$ cat src/rtl/bus_timer.sv
// bus_timer: memory-mapped prescaled 32-bit timer with compare match and level interrupt.
// Define TIMER_CAPTURE_EN to add the capture_i input-capture unit (CAPT, CAPF, CAP_IRQ_EN).
`timescale 1ns/1ps
module bus_timer #(
   parameter int PRESC_W = 16,
   parameter int CNT_W   = 32
) (
   input  logic        clk_i,
   input  logic        rst_i,
`ifdef TIMER_CAPTURE_EN
   input  logic        capture_i,
`endif
   input  logic        enable_i,
   input  logic [3:0]  wstrb_i,
   input  logic [31:0] addr_i,
   input  logic [31:0] addr_prev_i,
   input  logic [31:0] wvalue_i,
   output logic [31:0] rvalue_o,
   output logic        irq_o
);

   localparam logic [2:0] A_CTRL   = 3'd0;
   localparam logic [2:0] A_PRESC  = 3'd1;
   localparam logic [2:0] A_COUNT  = 3'd2;
   localparam logic [2:0] A_CMP    = 3'd3;
   localparam logic [2:0] A_STATUS = 3'd4;
   localparam logic [2:0] A_CAPT   = 3'd5;
`ifdef TIMER_CAPTURE_EN
   localparam logic [3:0] CTRL_MASK = 4'b1111;
`else
   localparam logic [3:0] CTRL_MASK = 4'b0111;
`endif

   function automatic logic [31:0] byte_mask(input logic [3:0] strb);
      return {{8{strb[3]}}, {8{strb[2]}}, {8{strb[1]}}, {8{strb[0]}}};
   endfunction

   logic [3:0]         ctrl_r;
   logic [PRESC_W-1:0] presc_r;
   logic [PRESC_W-1:0] pcnt_r;
   logic [CNT_W-1:0]   count_r;
   logic [CNT_W-1:0]   cmp_r;
   logic               match_r;

   logic               wr_s;
   logic               rd_s;
   logic [2:0]         sel_s;
   logic [31:0]        wmask_s;
   logic               ctrl_wr_s;
   logic               presc_wr_s;
   logic               count_wr_s;
   logic               cmp_wr_s;
   logic               status_wr_s;
   logic [PRESC_W-1:0] presc_wdata_s;
   logic [CNT_W-1:0]   count_wdata_s;
   logic [CNT_W-1:0]   cmp_wdata_s;
   logic               tick_s;
   logic               hit_s;
   logic               match_set_s;
   logic               match_clr_s;
   logic               capf_s;
   logic [CNT_W-1:0]   capt_s;
   logic [31:0]        rdata_s;
   logic               unused_s;

   assign unused_s = ^{addr_prev_i, addr_i[31:5], addr_i[1:0]};

   // Bus decode, byte-merged write data and counter events.
   always_comb begin
      wr_s          = enable_i & (|wstrb_i);
      rd_s          = enable_i & (wstrb_i == 4'b0000);
      sel_s         = addr_i[4:2];
      wmask_s       = byte_mask(wstrb_i);
      ctrl_wr_s     = wr_s & (sel_s == A_CTRL);
      presc_wr_s    = wr_s & (sel_s == A_PRESC);
      count_wr_s    = wr_s & (sel_s == A_COUNT);
      cmp_wr_s      = wr_s & (sel_s == A_CMP);
      status_wr_s   = wr_s & (sel_s == A_STATUS);
      presc_wdata_s = (wvalue_i[PRESC_W-1:0] & wmask_s[PRESC_W-1:0])
                    | (presc_r & ~wmask_s[PRESC_W-1:0]);
      count_wdata_s = (wvalue_i[CNT_W-1:0] & wmask_s[CNT_W-1:0])
                    | (count_r & ~wmask_s[CNT_W-1:0]);
      cmp_wdata_s   = (wvalue_i[CNT_W-1:0] & wmask_s[CNT_W-1:0])
                    | (cmp_r & ~wmask_s[CNT_W-1:0]);
      tick_s        = ctrl_r[0] & (pcnt_r == presc_r);
      hit_s         = (count_r == cmp_r);
      // A bus write to COUNT suppresses the compare for that cycle.
      match_set_s   = tick_s & ~count_wr_s & hit_s;
      match_clr_s   = status_wr_s & wstrb_i[0] & wvalue_i[0];
   end

   // Register read multiplexer.
   always_comb begin
      rdata_s = 32'h0000_0000;
      case (sel_s)
         A_CTRL:   rdata_s = {28'h000_0000, ctrl_r};
         A_PRESC:  rdata_s = 32'(presc_r);
         A_COUNT:  rdata_s = 32'(count_r);
         A_CMP:    rdata_s = 32'(cmp_r);
         A_STATUS: rdata_s = {30'h0000_0000, capf_s, match_r};
         A_CAPT:   rdata_s = 32'(capt_s);
         default:  rdata_s = 32'h0000_0000;
      endcase
   end

   // Control, prescaler, counter, compare and status state plus registered read data.
   always_ff @(posedge clk_i or posedge rst_i) begin
      if (rst_i) begin
         ctrl_r   <= 4'b0000;
         presc_r  <= '0;
         pcnt_r   <= '0;
         count_r  <= '0;
         cmp_r    <= '1;
         match_r  <= 1'b0;
         rvalue_o <= 32'h0000_0000;
      end else begin
         if (ctrl_wr_s && wstrb_i[0]) begin
            ctrl_r <= wvalue_i[3:0] & CTRL_MASK;
         end
         if (presc_wr_s) begin
            presc_r <= presc_wdata_s;
         end
         if (presc_wr_s || !ctrl_r[0] || tick_s) begin
            pcnt_r <= '0;
         end else begin
            pcnt_r <= pcnt_r + 1'b1;
         end
         if (count_wr_s) begin
            count_r <= count_wdata_s;
         end else if (tick_s) begin
            if (hit_s && ctrl_r[1]) begin
               count_r <= '0;
            end else begin
               count_r <= count_r + 1'b1;
            end
         end
         if (cmp_wr_s) begin
            cmp_r <= cmp_wdata_s;
         end
         match_r <= match_set_s | (match_r & ~match_clr_s);
         if (rd_s) begin
            rvalue_o <= rdata_s;
         end
      end
   end

`ifdef TIMER_CAPTURE_EN
   logic             cap_meta_r;
   logic             cap_sync_r;
   logic             cap_prev_r;
   logic             capf_r;
   logic [CNT_W-1:0] capt_r;
   logic             cap_edge_s;
   logic             capf_clr_s;

   assign cap_edge_s = cap_sync_r & ~cap_prev_r;
   assign capf_clr_s = status_wr_s & wstrb_i[0] & wvalue_i[1];

   // Capture pin synchroniser, edge detect and snapshot of COUNT.
   always_ff @(posedge clk_i or posedge rst_i) begin
      if (rst_i) begin
         cap_meta_r <= 1'b0;
         cap_sync_r <= 1'b0;
         cap_prev_r <= 1'b0;
         capf_r     <= 1'b0;
         capt_r     <= '0;
      end else begin
         cap_meta_r <= capture_i;
         cap_sync_r <= cap_meta_r;
         cap_prev_r <= cap_sync_r;
         capf_r     <= cap_edge_s | (capf_r & ~capf_clr_s);
         if (cap_edge_s) begin
            capt_r <= count_r;
         end
      end
   end

   assign capf_s = capf_r;
   assign capt_s = capt_r;
`else
   assign capf_s = 1'b0;
   assign capt_s = '0;
`endif

   assign irq_o = (match_r & ctrl_r[2]) | (capf_s & ctrl_r[3]);

endmodule

$ cat config.mk
export PLATFORM = sky130hd
export DESIGN_NAME = bus_timer
export DESIGN_NICKNAME = d
export VERILOG_FILES = /design/src/rtl/bus_timer.sv
export SDC_FILE = /design/constraint.sdc
export NUM_CORES = 1
export LEC_CHECK = 0
export BUFFER_PORTS_ARGS = -buffer_cell sky130_fd_sc_hd__buf_2
export CAP_MARGIN = 5
export CORE_MARGIN = 8
export CORE_UTILIZATION = 58
export CTS_BUF_LIST = sky130_fd_sc_hd__clkbuf_4 sky130_fd_sc_hd__clkbuf_8 sky130_fd_sc_hd__clkbuf_16
export DETAILED_ROUTE_END_ITERATION = 8
export GPL_TIMING_DRIVEN = 0
export PLACE_DENSITY_LB_ADDON = 0.12
export SYNTH_ARGS = -nofsm -noshare
export SYNTH_HDL_FRONTEND = slang
export SYNTH_SLANG_ARGS = --single-unit
$ cat constraint.sdc
create_clock -name clk_i -period 8.7 [get_ports clk_i]
set_input_delay 1.305 -clock clk_i [delete_from_list [all_inputs] [get_ports clk_i]]
set_output_delay 1.305 -clock clk_i [all_outputs]
set_load 0.01 [all_outputs]
### After elaboration in Yosys (flattened, before gate mapping)

Cells that the tools add are included.
Widths: inputs -> output; s select.

| operators by class | value |
|---|---|
| add/subtract/negate cells | 2 |
| eq/ne operators | 6 |
| mux-type cells | 5 |
| bitwise operators | 27 |
| reduce and logical (&&, ||, !) cells | 9 |

Operator list:

| operator | number |
|---|---|
| $pmux 32 s5 | 1 |
| $and 32x32->32 | 3 |
| $mux 32 | 3 |
| $or 32x32->32 | 2 |
| $add 32x1->32 const B | 1 |
| $and 16x16->16 | 2 |
| $eq 32x32->1 | 1 |
| $not 32->32 | 1 |
| $add 16x1->16 const B | 1 |
| $eq 16x16->1 | 1 |
| $mux 16 | 1 |
| $not 16->16 | 1 |
| $or 16x16->16 | 1 |
| $and 1x1->1 | 14 |
| $eq 3x2->1 const B | 2 |
| $logic_not 4->1 | 1 |
| $reduce_or 4->1 | 1 |
| $eq 3x1->1 const B | 1 |
| $eq 3x3->1 const B | 1 |
| $logic_not 3->1 | 1 |
| $logic_and 1x1->1 | 2 |
| $logic_or 1x1->1 | 2 |
| $not 1->1 | 2 |
| $reduce_bool 2->1 | 1 |
| 2 further kinds | 2 |

| storage, ports and cells | value |
|---|---|
| register bits | 132 |
| input port bits | 103 |
| output and inout port bits | 33 |
| word-level logic and storage cells | 56 |

### Logic depth before layout (Yosys ltp)

Gate-level depths: netlist of the first run.

| logic depth | value |
|---|---|
| word-level depth | 8 |
| mapped depth | 9 |
| mapped depth without buffers | 7 |

### Worst setup path after synthesis of the first run

Ideal clock, no wire load.

| timing path | value |
|---|---|
| kind | input -> register |
| start point | input port wstrb_i[1] |
| end point | register (tool-made name) |
| setup time | 134 ps |
| arrival time | 2949 ps |
| data required time | 8566 ps |
| setup slack | 5616 ps |
| stages on the path | 9 |
| buffers on the path | 3 |
| path through | buf_6 > or4_4 > nand2_4 > nand2b_4 > or2_1 > buf_6 > clkbuf_1 > a32oi_1 > o211ai_1 |

RTL lines:

| what | RTL line | source |
|---|---|---|
| from (decl) | 14 | `input logic [3:0] wstrb_i,` |

### Worst setup path after layout of the first run

| timing path | value |
|---|---|
| start point | input port addr_i[2] |
| end point | register rvalue_o[30] |

| on the way | value |
|---|---|
| cells in the longest elaborated chain, start to end | 2 |
| elaborated cells on any way between the ends | 6 |
| those cells by class | 4 x eq/ne; 1 x mux; 1 x reduce/logical |

RTL lines:

| what | RTL line | source |
|---|---|---|
| from (decl) | 15 | `input logic [31:0] addr_i,` |
| $eq 3x3->1, or another cell as far along | 95 | `case (sel_s)` |
| $pmux 32 s5 * | 95 |  |
| to (signal assigned) | 142 | `rvalue_o <= rdata_s;` |
| to (decl) | 18 | `output logic [31:0] rvalue_o,` |

Mark *: on every way between the ends. The rest lies on a longest branch, timed or not.
A chain may end at the register's enable or synchronous reset.

==> results of run 1 <==
==> power groups by stage <==
stage          clock network [mW]  logic [mW]  registers [mW]
2_1_floorplan                   0       0.260           0.825
3_3_place_gp                    0       0.379           0.839
3_5_place_dp                    0       0.389           0.845
4_1_cts                     0.847       0.395           0.837
5_1_grt                     0.874       0.430           0.851
6_report                    0.840       0.397           0.839
==> placed cells by master, fill, tap and decap left out, drive strengths merged, types with 3 or more instances in the layout <==
| cell type | count |
|---|---|
| dfrtp | 100 |
| buf | 86 |
| nand2 | 81 |
| mux2 | 58 |
| clkbuf | 53 |
| xnor2 | 41 |
| nor2 | 40 |
| nand3 | 38 |
| dfstp | 32 |
| o21ai | 26 |
| nand4 | 24 |
| mux2i | 24 |
| a21oi | 19 |
| xor2 | 18 |
| a22oi | 18 |
| nor4 | 17 |
| o31ai | 16 |
| and3 | 14 |
| nor3 | 13 |
| o22ai | 13 |
| inv | 13 |
| o211ai | 10 |
| and2 | 7 |
| bufinv | 7 |
| a31oi | 7 |
| nor2b | 5 |
| a32oi | 5 |
| or2 | 5 |
| or3 | 4 |
| clkinv | 4 |
| o311ai | 3 |
| o31a | 3 |
| mux4 | 3 |
==> through the flow <==
stage / worst slack (ps) / cell area, um^2 / hold slack [ps] / util (%)
2_1_floorplan: 3922 / 7259 / 478.0 / -
5_1_grt: 5258 / 8558 / 507.0 / 68.94
6_report: 5506 / 8558 / 467.9 / 68.94
3_5_place_dp: 5134 / 7863 / 462.0 / 63.33
3_3_place_gp: 2485 / 7830 / 456.0 / 63.07
4_1_cts: 5564 / 8553 / 474.5 / 68.90
==> layer usage <==
metal  wire [um]  global-route usage, %
met1        8935                  33.03
met2       10790                  46.02
met3        1475                  6.614
met4        1143                  17.41
met5           0                      0
==> cells by family after synthesis <==
| kind of cell | count (synthesis) | share of synthesized area [%] |
|---|---|---|
| flops | 132 | 46.05 |
| fa+ha+maj | 2 | 0.3447 |
| simple gates | 259 | 17.86 |
| xor+xnor | 59 | 7.118 |
| mux | 85 | 13.24 |
| compound gates | 129 | 11.93 |
| buf+inv | 60 | 3.464 |
==> critical path: cells and delay by family <==
family	cells	cell delay [ps]
buf+inv	4	1560
mux	1	480
compound gates	1	120
==> final cells by class <==
cell class | count | area (um^2)
plain buffers | 48 | 206.4
clock buffers | 18 | 432.9
clock inverters | 14 | 257.7
fillers | 988 | 3856
inverters | 12 | 50.05
multi-input cells | 534 | 3665
flip-flops and latches | 132 | 3343
well taps | 172 | 215.2
repair buffers | 73 | 387.9
==> how the worst min path moves through the flow <==
stage / start / end / slack [ps]
after global routing: rvalue_o[0]$_DFFE_PP0P_ / rvalue_o[0]$_DFFE_PP0P_ / 510
after detailed placement: rvalue_o[19]$_DFFE_PP0P_ / rvalue_o[19]$_DFFE_PP0P_ / 460
after floorplan: match_r$_DFF_PP0_ / match_r$_DFF_PP0_ / 480
final: rvalue_o[19]$_DFFE_PP0P_ / rvalue_o[19]$_DFFE_PP0P_ / 470
after global placement: rvalue_o[23]$_DFFE_PP0P_ / rvalue_o[23]$_DFFE_PP0P_ / 460
after CTS: rvalue_o[19]$_DFFE_PP0P_ / rvalue_o[19]$_DFFE_PP0P_ / 470
==> metrics.md, run 1 <==
| Metric | Value |
|---|---|
| Status | `completed` |
| CP peak stage delay | `700 ps` |
| ANT cells | `0` |
| Starting Density | `58.48%` |
| End point of the critical path | `rvalue_o[30]$_DFFE_PP0P_` |
| Data required time of the worst path | `8990 ps` |
| Pins Over Slew Limit | `0` |
| Avg Inst Size Synth | `9.999 um^2` |
| Most common cell in the netlist | `dfrtp_1` |
| Clk pwr share | `40.4%` |
| Number of buffers created by CTS | `17` |
| DRC | `0` |
| Clk_skew | `7.654 ps` |
| Final net count | `923` |
| Hold Fails Final Rpt | `0` |
| Unrepaired setup endpoints after global routing | `false` |
| Number of global-route vias before repair | `6442` |
| Layout area overhead | `17.89%` |
| Via count | `6295` |
| Slowest CP cell | `buf_1` |
| Internal | `1.485 mW` |
| Initial antenna violation count | `0` |
| Final period util | `36.71%` |
| HP Class | `flip-flop to flip-flop` |
| Worst Path Arrival | `3480 ps` |
| ANT nets after route | `0` |
| Vias per cell | `6.276` |
| IO Port Bufs | `71` |
| R2r setup slk | `5530 ps` |
| Maximum root-to-sink buffer count | `2` |
| Dpl cells | `970` |
| Power Total | `2.076 mW` |
| # rows | `41` |
| Routed WL | `22.35 mm` |
| Synth top cells by count | `dfrtp_1, nand2_1, mux2_2, xnor2_1, nor2_1` |
| Post-synth ARST share | `100.0%` |
| Post-CTS setup buffer count | `0` |
| Worst Setup SP | `addr_i[2]` |
| Post-Syn Area | `7259 um^2` |
| PwrDens | `242.6 nW/um^2` |
| CTS tree | `built` |
| Startpoint types | `input pin` |
| Sequential share of the synthesized area | `46.05%` |
| Worst reg2reg path depth | `8` |
| Die H | `127.9 um` |
| Slew margin rel. | `18.62%` |
| First-pass GRT wire length | `34.99 mm` |
| Reg power frac | `40.4%` |
| Psw | `0.5913 mW` |
| I/O pins | `136` |
| Clock sink total | `132` |
| Synth warn | `0` |
| Sw Share | `28.48%` |
| Clk_lat worst skew | `430 ps` |
| Crit path cell chain | `buf_2, buf_2, buf_1, buf_1, mux2i_1, o31ai_1` |
| Final setup fails | `0` |
| DRT Pass-1 Iters | `5` |
| Synth area leaders | `dfrtp_1, dfstp_2, mux2_2, xnor2_1, nand2_1` |
| Hold_buf cts | `0` |
| Global-route usage over all layers | `28.17%` |
| Gr ovfl total | `0` |
| Setup CP Type | `input pin to flip-flop` |
| GPL Wtd Cong | `0.9567` |
| Post_cts resized | `0` |
| Leakage | `3.682 nW` |
| Drt wl/cell | `22.28 um` |
| #FFs+latches synth | `132` |
| Minimum clock period | `3194 ps` |
| CTS Root Cell | `clkbuf_16` |
| Crit-path max FO | `10` |
| Die Span X | `127.9 um` |
| Comb power frac | `19.1%` |
| Synth area leader | `dfrtp_1` |
| TNS Setup | `0 ps` |
| Worst hold stages | `2` |
| Core box area | `12410 um^2` |
| Post-synth cell types | `55` |
| H-Tree Depth | `4` |
| Share of layout cells above drive strength 1 | `25.75%` |
| Max cap viols | `0` |
| DP HPWL | `16.19 mm` |
| Number of DRC markers in iteration 0 | `534` |
| Clock-pin slew on the worst setup and hold paths | `60 ps` |
| Syn Nets | `831` |
| Cell Count, Final, Fillers Out | `1003` |
| Capturing element type of the critical path | `flip-flop` |
| Full die area | `16350 um^2` |
| Synth top area share | `34.47%` |
| Ys flop type | `dfrtp_1` |
| Post-synth EDFFs | `0` |
| Fmax | `313.1 MHz` |
| Peak VDD IR | `0.2257 mV` |
| Worst slew pin tran | `1211 ps` |
| Cell count after synthesis | `726` |
| Largest net degree at the start of global routing | `73` |
Power figures use the tool's default switching activity.
==> inputs of run 2 (changes only) <==
--- a/config.mk
+++ b/config.mk
@@ -5,10 +5,11 @@
 export SDC_FILE = /design/constraint.sdc
 export NUM_CORES = 1
 export LEC_CHECK = 0
+export ABC_AREA = 1
 export BUFFER_PORTS_ARGS = -buffer_cell sky130_fd_sc_hd__buf_2
 export CAP_MARGIN = 5
 export CORE_MARGIN = 8
-export CORE_UTILIZATION = 58
+export CORE_UTILIZATION = 51
 export CTS_BUF_LIST = sky130_fd_sc_hd__clkbuf_4 sky130_fd_sc_hd__clkbuf_8 sky130_fd_sc_hd__clkbuf_16
 export DETAILED_ROUTE_END_ITERATION = 8
 export GPL_TIMING_DRIVEN = 0
==> constraint.sdc (replaced) <==
create_clock -name clk_i -period 2.8 [get_ports clk_i]
set_input_delay 0.42 -clock clk_i [delete_from_list [all_inputs] [get_ports clk_i]]
set_output_delay 0.42 -clock clk_i [all_outputs]
set_load 0.01 [all_outputs]
==> run 2 against run 1 <==
Against the previous run:
- non-clock buffer count grew 1
- register-to-register slack lost 5000 ps
- sequential cell count is the same
- area after synthesis grew 5.0%
==> metrics.md, run 2 <==
| Metric | Value |
|---|---|
| Status | `completed` |
| Synth Area in Compound Gates | `12.40% (+0.48 points)` |
| ANT cells | `0 (unchanged)` |
| Gr ovfl total | `0 (unchanged)` |
| Seq. cell area | `3343 um^2 (unchanged)` |
| # rows | `44 (+7.3%)` |
| Pins Over Slew Limit | `0 (unchanged)` |
| Mux share of post-synthesis cell area | `0% (-13 points)` |
| #FFs+latches synth | `132 (unchanged)` |
| Peak VDD IR | `0.4418 mV (+96%)` |
| Worst slew pin tran | `671.5 ps (-539.9 ps)` |
| I/O pins | `136 (unchanged)` |
| Number of DRC markers in iteration 0 | `989 (+85%)` |
| PwrDens | `870.3 nW/um^2 (+260%)` |
| Dpl cells | `1324 (+36%)` |
| Post-synth EDFFs | `0 (unchanged)` |
| Clk_lat worst skew | `430 ps (about the same)` |
| Commonest non-fill, non-tap cell in the layout | `nand2_1` |
| Data required time of the worst path | `3140 ps (-5850 ps)` |
| Fmax | `437.0 MHz` |
| Setup CP Type | `flip-flop to flip-flop` |
| Synth top area share | `32.81% (-1.7 points)` |
| CP dominant cell by count | `nand3_1` |
| Clock sink total | `132 (unchanged)` |
| DRT Pass-1 Iters | `5 (unchanged)` |
| Post-synth cell types | `35 (-36%)` |
| # fillers | `1337 (+35%)` |
| Initial antenna violation count | `0 (unchanged)` |
| Post-Syn Area | `7626 um^2 (+5.0%)` |
| Avg Inst Size Synth | `7.174 um^2 (-28%)` |
| CP peak stage delay | `460 ps (-240 ps)` |
| Post_cts resized | `0 (unchanged)` |
| Commonest non-fill, non-tap cells in the layout | `nand2_1, inv_1, nor2_1, o21ai_0, dfrtp_1` |
| Cell Count, Final, Fillers Out | `1356 (+35%)` |
| GPL Wtd Cong | `0.9317 (-2.6%)` |
| IO Port Bufs | `74 (+4.2%)` |
| Clock-pin slew on the worst setup and hold paths | `60 ps (about the same)` |
| Core box area | `14590 um^2 (+18%)` |
| Crit-path max FO | `6 (-4)` |
| Capturing element type of the critical path | `flip-flop` |
| Max cap viols | `0 (unchanged)` |
| Hold_buf cts | `0 (unchanged)` |
| Maximum root-to-sink buffer count | `2 (unchanged)` |
| Footprint of the multi-input gates | `3618 um^2 (-1.3%)` |
| ANT nets after route | `0 (unchanged)` |
| Final net count | `1264 (+37%)` |
| Post-synth ARST share | `100.0% (unchanged)` |
| Drt wl/cell | `17.14 um (-23%)` |
| DRC | `0 (unchanged)` |
| Number of global-route vias before repair | `7064 (+9.7%)` |
| Critical path's top delay family | `simple AND/OR/NAND/NOR gates` |
| Slew margin rel. | `55.23% (+37 points)` |
| Hold Fails Final Rpt | `0 (unchanged)` |
| Largest net degree at the start of global routing | `43 (-41%)` |
| Minimum clock period | `2288 ps` |
| Via count | `7337 (+17%)` |
| Slowest CP cell | `dfrtp_1` |
| Global-route usage over all layers | `24.43% (-3.7 points)` |
| Simple-Gate Fraction of Synth Area | `28.97% (+11 points)` |
| Synth warn | `0 (unchanged)` |
| Post-CTS setup buffer count | `0 (unchanged)` |
| Worst Path Arrival | `2630 ps (-850 ps)` |
| Power Total | `7.796 mW (+280%)` |
| Vias per cell | `5.411 (-14%)` |
| HP Class | `input pin to asynchronous set/reset pin` |
| Leakage | `4.435 nW (+20%)` |
| Layout area overhead | `17.46%` |
| Routed WL | `23.25 mm (+4.0%)` |
| Startpoint types | `flip-flop` |
| Most common cell in the netlist | `nand2_1` |
| Cell count after synthesis | `1063 (+46%)` |
| DP HPWL | `17.63 mm (+8.9%)` |
| Synth area leaders | `dfrtp_1, nand2_1, dfstp_2, o21ai_0, inv_1` |
| Die Span X | `138.3 um (+8.1%)` |
| Clk_skew | `10.10 ps (+2.449 ps)` |
| Crit path cell chain | `ha_1, nand3_1, nor2_1, nand3_1, nor2_2, nand3_1, nand2_1, nand3_1, a21oi_1` |
| Full die area | `19120 um^2 (+17%)` |
| Worst path bufs/invs | `0 (-4)` |
| Unrepaired setup endpoints after global routing | `false` |
| First-pass GRT wire length | `37.66 mm (+7.6%)` |
| Synth top cells by count | `nand2_1, inv_1, nor2_1, o21ai_0, dfrtp_1` |
| Sequential share of the synthesized area | `43.84% (-2.2 points)` |
| Starting Density | `52.27% (-6.2 points)` |
| Share of layout cells above drive strength 1 | `14.16% (-12 points)` |
| Final setup fails | `0 (unchanged)` |
| Adder-Cell Fraction of Synth Area | `0.3281% (-0.017 points)` |
| Worst hold slack | `29.42 ps (-438.5 ps)` |
| Die H | `138.3 um (+8.1%)` |
| Number of buffers created by CTS | `17 (unchanged)` |
| Post-synthesis xor/xnor area fraction | `5.742% (-1.4 points)` |
| Synth area leader | `dfrtp_1` |
| CTS Root Cell | `clkbuf_16` |
| Ys flop type | `dfrtp_1` |
| CTS tree | `built` |
| Post-layout util | `61.40% (-7.5 points)` |
| Final period util | `81.73%` |
| H-Tree Depth | `4 (unchanged)` |
| Syn Nets | `1168 (+41%)` |
| Main combinational cell family by area after synthesis | `simple AND/OR/NAND/NOR gates` |
[run 2: cell types whose count changed after synthesis, sizes merged, moves of 11 or more]
cell   before  now
inv        12  123
mux2       58    0
nand2      81  314
nand4      24    7
o21ai      26  101
and3       14    0
o31ai      16    0
mux2i      24    0
nor4       17    1
a21oi      19   48
nor2       40  118
xnor2      41   30
nand3      38   61
[run 2: layout make-up]
type                    instances  area share [%]
well taps                     184           2.570
multi-input cells             761           40.40
clock buffers                  20           5.210
plain buffers                  45           2.179
inverters                     125           5.280
flip-flops and latches        132           37.32
clock inverters                12           2.235
repair buffers                 77           4.805
[run 2: worst paths after layout]
kind                       slack [ps]  cells after the start                         end                     from
max reg2reg                       510                      9                   flip-flop                flip-flop
min in group clk_i                220                      3       ctrl_r[0]$_DFFE_PP0P_              wvalue_i[0]
min                                30                      2       ctrl_r[0]$_DFFE_PP0P_                    rst_i
min reg2reg                       470                      2     rvalue_o[3]$_DFFE_PP0P_  rvalue_o[3]$_DFFE_PP0P_
max in group asynchronous        1890                      4  asynchronous set/reset pin                    rst_i
max                               510                      9                   flip-flop                flip-flop
[run 2: routing by layer]
layer	GRT usage, %	share of wire (%)
met5	0	0
met4	6.865	2.0
met3	5.103	7.0
met2	36.74	44
met1	34.65	47
[run 2: cell families (layout without fill, tap and decap cells)]
group / after synthesis / after routing
AND/OR/NAND/NOR: 534 / 534
AO/OA/AOI/OAI: 175 / 175
buffers and inverters: 170 / 279
flip-flops: 132 / 132
XOR/XNOR: 50 / 50
adder cells (fa/ha/maj): 2 / 2
[run 2: report_power, final]
part	switching, mW	internal (mW)	total, mW
registers	0.471	2.44	2.91
clock network	0.883	1.65	2.53
logic	1.44	0.909	2.35
[run 2: per-stage QoR]
| stage | setup TNS, ps | instance area, um^2 | worst slack (ps) |
|---|---|---|---|
| CTS | 0 | 8957 | 541.4 |
| global route | 0 | 8957 | 351.4 |
| detailed placement | 0 | 8290 | 295.8 |
| global placement | -12910 | 8230 | -140.7 |
| floorplan | 0 | 7630 | 768.9 |
| finish | 0 | 8957 | 511.7 |
